**src/rtl/xinyi_trace_pkg.sv**
```systemverilog
// -----------------------------------------------------------------------------
// xinyi_trace_pkg
//
// Shared types for the writeback debug-trace path.
//   wb_trace_entry_t : one retired register write as carried through the
//                      trace FIFO (pc, destination register, write data).
//   TRACE_WEN_ALL    : byte-enable pattern driven on debug_wb_rf_wen while a
//                      write is being replayed.
//   TRACE_WEN_NONE   : byte-enable pattern while idle.
// -----------------------------------------------------------------------------
package xinyi_trace_pkg;

   localparam logic [3:0] TRACE_WEN_ALL  = 4'hf;
   localparam logic [3:0] TRACE_WEN_NONE = 4'h0;

   typedef struct packed {
      logic [31:0] pc;
      logic [4:0]  rd;
      logic [31:0] wdata;
   } wb_trace_entry_t;

endpackage : xinyi_trace_pkg

```
**src/rtl/wb_trace_fifo.sv**
```systemverilog
// -----------------------------------------------------------------------------
// wb_trace_fifo
//
// Two-write / one-read circular buffer of wb_trace_entry_t.
//
// Ports:
//   clk, resetn      : clock, synchronous active-low reset (pointers only)
//   push[1:0]        : write mask; bit 0 writes entry0, bit 1 writes entry1
//   entry0, entry1   : entries to store; entry0 is older than entry1
//   pop              : remove the head entry this cycle
//   head             : oldest stored entry (meaningful only when count != 0)
//   count            : number of stored entries, 0..DEPTH
//
// The caller guarantees that the number of set push bits never exceeds the
// free space and that pop is only asserted when count != 0.
// -----------------------------------------------------------------------------
module wb_trace_fifo
   import xinyi_trace_pkg::*;
#(
   parameter int DEPTH = 8
) (
   input  logic                   clk,
   input  logic                   resetn,
   input  logic [1:0]             push,
   input  wb_trace_entry_t        entry0,
   input  wb_trace_entry_t        entry1,
   input  logic                   pop,
   output wb_trace_entry_t        head,
   output logic [$clog2(DEPTH):0] count
);

   localparam int AW = $clog2(DEPTH);
   localparam int PW = AW + 1;

   wb_trace_entry_t mem [DEPTH];

   // One extra pointer bit distinguishes full from empty with natural wrap.
   logic [PW-1:0] wr_ptr;
   logic [PW-1:0] rd_ptr;
   logic [PW-1:0] slot1_ptr;
   logic [PW-1:0] push_cnt;

   // NOTE: every variable written here gets a value before any condition,
   // so no path leaves it unassigned and no latch is inferred.
   always_comb begin
      push_cnt  = PW'(push[0]) + PW'(push[1]);
      // entry1 lands right behind entry0 when both push, otherwise it takes
      // wr_ptr itself so a lone ch1 write stays contiguous.
      slot1_ptr = wr_ptr + PW'(push[0]);
   end

   // NOTE: sequential state is updated with non-blocking assignments so all
   // registers sample pre-edge values regardless of statement order.
   always_ff @(posedge clk) begin
      if (!resetn) begin
         wr_ptr <= '0;
         rd_ptr <= '0;
      end else begin
         wr_ptr <= wr_ptr + push_cnt;
         if (pop) begin
            rd_ptr <= rd_ptr + PW'(1);
         end
      end
   end

   // NOTE: the storage array is deliberately left out of reset; stale slots
   // are unreachable because the pointers define which entries are valid.
   always_ff @(posedge clk) begin
      if (push[0]) begin
         mem[wr_ptr[AW-1:0]] <= entry0;
      end
      if (push[1]) begin
         mem[slot1_ptr[AW-1:0]] <= entry1;
      end
   end

   assign count = wr_ptr - rd_ptr;
   assign head  = mem[rd_ptr[AW-1:0]];

endmodule : wb_trace_fifo

```
**src/rtl/wb_trace_serializer.sv**
```systemverilog
// -----------------------------------------------------------------------------
// wb_trace_serializer
//
// Debug-trace stage between the dual-issue writeback stage and the SoC
// debug_wb_* ports. Up to two retired register writes per cycle (channel 0
// older than channel 1) are filtered, buffered and replayed in program order
// one per cycle on the single-issue debug interface.
//
// Ports:
//   clk, resetn              : clock, synchronous active-low reset
//   wb0_*/wb1_*              : writeback channels (en, rd, wdata, pc)
//   retire_num[1:0]          : instructions retired this cycle (0..2)
//   in_ready                 : at least two FIFO slots free; producer stalls
//                              while low
//   debug_wb_pc/rf_wen/
//   rf_wnum/rf_wdata         : replayed write, all zeros when idle
//   overflow                 : sticky, set by a push arriving while
//                              in_ready is low
//   retire_cnt[31:0]         : retired-instruction count (only when the
//                              macro WB_TRACE_CNT_EN is defined)
//
// Configuration macro: WB_TRACE_CNT_EN adds the retire counter and its port;
// without it retire_num is ignored.
// -----------------------------------------------------------------------------
module wb_trace_serializer
   import xinyi_trace_pkg::*;
#(
   parameter int DEPTH = 8
) (
   input  logic        clk,
   input  logic        resetn,
   input  logic        wb0_en,
   input  logic [4:0]  wb0_rd,
   input  logic [31:0] wb0_wdata,
   input  logic [31:0] wb0_pc,
   input  logic        wb1_en,
   input  logic [4:0]  wb1_rd,
   input  logic [31:0] wb1_wdata,
   input  logic [31:0] wb1_pc,
   input  logic [1:0]  retire_num,
   output logic        in_ready,
   output logic [31:0] debug_wb_pc,
   output logic [3:0]  debug_wb_rf_wen,
   output logic [4:0]  debug_wb_rf_wnum,
   output logic [31:0] debug_wb_rf_wdata,
   output logic        overflow
`ifdef WB_TRACE_CNT_EN
   ,
   output logic [31:0] retire_cnt
`endif
);

   localparam int PW = $clog2(DEPTH) + 1;

   wb_trace_entry_t entry0;
   wb_trace_entry_t entry1;
   wb_trace_entry_t head;
   logic [PW-1:0]   count;
   logic [PW-1:0]   free_slots;
   logic            q0;
   logic            q1;
   logic [1:0]      push;
   logic            valid;

   // Writes to $0 are architectural no-ops and never reach the trace.
   assign q0 = wb0_en && (wb0_rd != 5'd0);
   assign q1 = wb1_en && (wb1_rd != 5'd0);

   assign entry0 = '{pc: wb0_pc, rd: wb0_rd, wdata: wb0_wdata};
   assign entry1 = '{pc: wb1_pc, rd: wb1_rd, wdata: wb1_wdata};

   assign free_slots = PW'(DEPTH) - count;
   assign in_ready   = (free_slots >= PW'(2));
   assign valid      = (count != '0);

   // Free space is judged on the registered count only; the slot released by
   // this cycle's pop is not reused until the next cycle.
   always_comb begin
      push = {q1, q0};
      if (free_slots == '0) begin
         push = 2'b00;
      end else if ((free_slots == PW'(1)) && q0) begin
         // Only one slot left: the older channel keeps it.
         push = 2'b01;
      end
   end

   wb_trace_fifo #(
      .DEPTH (DEPTH)
   ) u_fifo (
      .clk    (clk),
      .resetn (resetn),
      .push   (push),
      .entry0 (entry0),
      .entry1 (entry1),
      .pop    (valid),
      .head   (head),
      .count  (count)
   );

   // The head is shown straight from storage; zero-masking keeps stale
   // slot contents off the debug port while the FIFO is empty.
   assign debug_wb_pc       = valid ? head.pc    : 32'd0;
   assign debug_wb_rf_wnum  = valid ? head.rd    : 5'd0;
   assign debug_wb_rf_wdata = valid ? head.wdata : 32'd0;
   assign debug_wb_rf_wen   = valid ? TRACE_WEN_ALL : TRACE_WEN_NONE;

   always_ff @(posedge clk) begin
      if (!resetn) begin
         overflow <= 1'b0;
      end else if ((q0 || q1) && !in_ready) begin
         overflow <= 1'b1;
      end
   end

`ifdef WB_TRACE_CNT_EN
   always_ff @(posedge clk) begin
      if (!resetn) begin
         retire_cnt <= 32'd0;
      end else begin
         retire_cnt <= retire_cnt + 32'(retire_num);
      end
   end
`else
   logic retire_num_unused;
   assign retire_num_unused = ^retire_num;
`endif

endmodule : wb_trace_serializer

```
**config.mk**
```make
export PLATFORM = sky130hd
export DESIGN_NAME = wb_trace_serializer
export DESIGN_NICKNAME = d
export VERILOG_FILES = /design/src/rtl/xinyi_trace_pkg.sv /design/src/rtl/wb_trace_fifo.sv /design/src/rtl/wb_trace_serializer.sv
export SDC_FILE = /design/constraint.sdc
export NUM_CORES = 1
export LEC_CHECK = 0
export CORE_UTILIZATION = 50
export CTS_CLUSTER_DIAMETER = 100
export DETAILED_ROUTE_END_ITERATION = 16
export GPL_ROUTABILITY_DRIVEN = 0
export PLACE_DENSITY_LB_ADDON = 0.15
export SYNTH_ARGS = -nofsm -noshare
export SYNTH_HDL_FRONTEND = slang
export SYNTH_SLANG_ARGS = --single-unit
```
**constraint.sdc**
```tcl
create_clock -name clk -period 10.15 [get_ports clk]
set_clock_uncertainty 0.2 [all_clocks]
set_input_delay 2.03 -clock clk [delete_from_list [all_inputs] [get_ports clk]]
set_output_delay 2.03 -clock clk [all_outputs]
set_load 0.02 [all_outputs]
```
==> flow_summary.ini <==
[layout]
final_util_pct = 58.6
area_growth_pct = 15.2
fin_nets = 1960
drive_gt1_share_pct = 38.1

[setup_path]
criticalPathCategory = reg2out
worst_path_most_repeated_cell = ha_1
start_kind = register
r2r-start = u_fifo.wr_ptr[0]
worst_r2r_endpoint = u_fifo.mem[7][42]
reg2reg_depth = 14
crit_buf_inv = 3
crit_family = buffers and inverters
cp_cell_sequence = inv_1, ha_1, fa_1, ha_1, nand2_1, a21oi_4, buf_4, nor2_1, clkdlybuf4s50_1
startpoint = u_fifo.wr_ptr[0]
arrival_ns = 5.21
crit_path_end_kind = primary output
rrSetupSlack_ns = 3.92
path_max_fanout = 46
slowest_stage = a21oi_4
cp_slowest_stage_delay_ns = 0.90
required_ns = 7.92

[synth]
synth_edf_count = 552
synthCells = 1598
synth_area_leader_cell = edfxtp_1
synth_nets = 1755
ys_seq_elements = 564
yosysTopAreaCellShare_pct = 57.5
async_reset_ff_share_pct = 0
ys_types = 37
yosys-top-cells-area = edfxtp_1, mux2_2, mux4_2, mux2_1, mux2i_1
postSynthAreaPerCell_sq_um = 18.0
yosys_most_used_dff = edfxtp_1
mappedNetlistArea_sq_mm = 0.0288
yosys_warnings = 0
synth_seq_area_share_pct = 58.4

[clock_network]
cts_buffers = 60
clk_pin_slew_worst_paths_ns = 0.06
post-cts-setup-buffers = 0
ctsHoldBuffers = 0
cts_max_level = 2
clk-insertion-delay-late_ns = 0.63
clock_path_buffers = 3
cts_resized = 0
cts_sinks = 564
cts_root_buf = clkbuf_16
cts_tree = built

[power_and_ir_drop]
leakage_nw = 10.8
power.density_mw_per_mm2 = 309
ir_worst_vdd_mv = 0.242

[die]
pin_count = 219
start_util_pct = 50.9
die_area_sq_mm = 0.0586
die_w_um = 242
core_area_sq_mm = 0.0566
dieHeight_um = 242
num_rows = 87

[run_status]
status = complete, no violations

[routing]
route.final.wire_length_mm = 73.0
drc = 0
vias = 15800
detail-route-antenna-nets = 0
dr.pass1.iters = 5
via_per_inst = 6.04
drtIter0Drc = 1174
wire_per_inst_um = 28.0

[worst_hold_path]
worstHoldStart = overflow
hold_depth = 2
min_to = overflow
hold_class = reg2reg

[place]
hpwlAfterDp_mm = 38.2
portBuffers = 216

[sta]
min_period_ns = 7.44
finalMaxSlewViolations = 0
hold_ws_ns = 0.266
max_freq_mhz = 134
worstMarginPinSlew_ns = 1.18
fin_crit_sh_pct = 73.3
rsz0062_at_grt = no
setup_viol = 0
finalHoldViolCount = 0
slew_headroom_pct = 21.0

[grt]
grt_max_degree = 69
antenna_found_initial = 9
grt_usage_pct = 25.0
grt_first_pass_wirelength_mm = 109
first_global_vias = 16600
overflow = 0

[flow_run]
max_cap_viol_count = 0
Yosys cell counts (3+ instances only):
library cell / number
o21ai_0: 5
mux4_2: 138
buf_4: 4
mux2_2: 432
o41ai_1: 6
or3_1: 4
o311ai_4: 8
o31ai_1: 4
buf_2: 3
ha_1: 11
buf_1: 15
a21oi_1: 5
clkbuf_1: 34
buf_6: 56
nand2_1: 3
inv_1: 13
nor2_1: 75
mux2_1: 120
or4_1: 3
xnor2_1: 5
xor2_1: 3
mux2i_1: 70
dfxtp_1: 12
edfxtp_1: 552
area by class of cell:
class	instances	area [sq um]
Timing Repair Buffer	255	2450
Sequential cell	564	16800
Clock buffer	73	1570
Multi-Input combinational cell	908	11200
Clock inverter	33	145
Inverter	14	52.6
Antenna cell	4	10.0
Tap cell	756	946
Fill cell	4407	23400
placed cells by master (no fill, tap or decap), types with 4 or more instances in the layout:
master and count:
edfxtp_1 552, mux2_2 432, clkdlybuf4s50_1 216, mux4_2 138, mux2_1 120, nor2_1 75
mux2i_1 70, clkbuf_16 61, buf_4 39, clkinv_1 23, inv_1 13, clkbuf_1 12
ha_1 11, clkinv_2 9, dfxtp_1 9, o311ai_4 8, o41ai_2 6, xnor2_1 5
o21ai_0 5, diode_2 4, or3_1 4, a21oi_1 4
worst max-delay path by stage:
stage                                       to  slack [ns]  cells after the start
final                     debug_wb_rf_wdata[6]        2.71                      9
after detailed placement     u_fifo.mem[7][36]        3.35                     11
after global placement       u_fifo.mem[7][48]        3.41                     11
after CTS                 debug_wb_rf_wdata[6]        2.65                      9
after global routing      debug_wb_rf_wdata[6]        2.47                      9
after floorplan               u_fifo.mem[0][0]       -0.45                      5
metal layers:
| metal | track usage, % | vias to the layer above | wire length, um |
|---|---|---|---|
| li1 | - | 6907 | - |
| met1 | 34.9 | 8296 | 32000 |
| met2 | 40.8 | 430 | 35700 |
| met3 | 4.21 | 111 | 3870 |
| met4 | 6.83 | 8 | 1510 |
| met5 | 0 | - | 59 |
power by group:
| part | switching, mW | total, mW | leakage [nW] | internal [mW] |
|---|---|---|---|---|
| clock network | 0.892 | 1.98 | 0.845 | 1.09 |
| logic | 2.63 | 4.63 | 4.78 | 1.99 |
| registers | 0.238 | 3.65 | 5.15 | 3.42 |
tightest hold or removal path, cell delays in order (launching register included):
cell and delay (ns):
dfxtp_1 0.32, inv_1 0.05, a21oi_1 0.05
registers in the layout, indices dropped and copies added, names as in the netlist, named ones only:
name	count
u_fifo.mem	552
u_fifo.rd_ptr	4
u_fifo.wr_ptr	4
overflow	1
logic make-up after synthesis:
logic type               share of synthesized area [%]
AO/OA/AOI/OAI                                     1.36
XOR/XNOR                                         0.326
adder cells (fa/ha/maj)                          0.617
buffers and inverters                             3.17
flip-flops                                        58.4
multiplexers                                      34.8
AND/OR/NAND/NOR                                   1.36
through the flow:
step	power, mW	area [sq um]	cells	TNS, ns	setup WS, ns
finish	10.3	33200	2607	0	2.71
global placement	8.28	31500	2497	0	3.41
floorplan	6.79	28800	1598	-185.21	-0.447
CTS	10.4	33200	2603	0	2.65
global route	10.7	33200	2607	0	2.47
detailed placement	8.37	31500	2497	0	3.35
No activity file was read; power rests on OpenSTA's default activity.
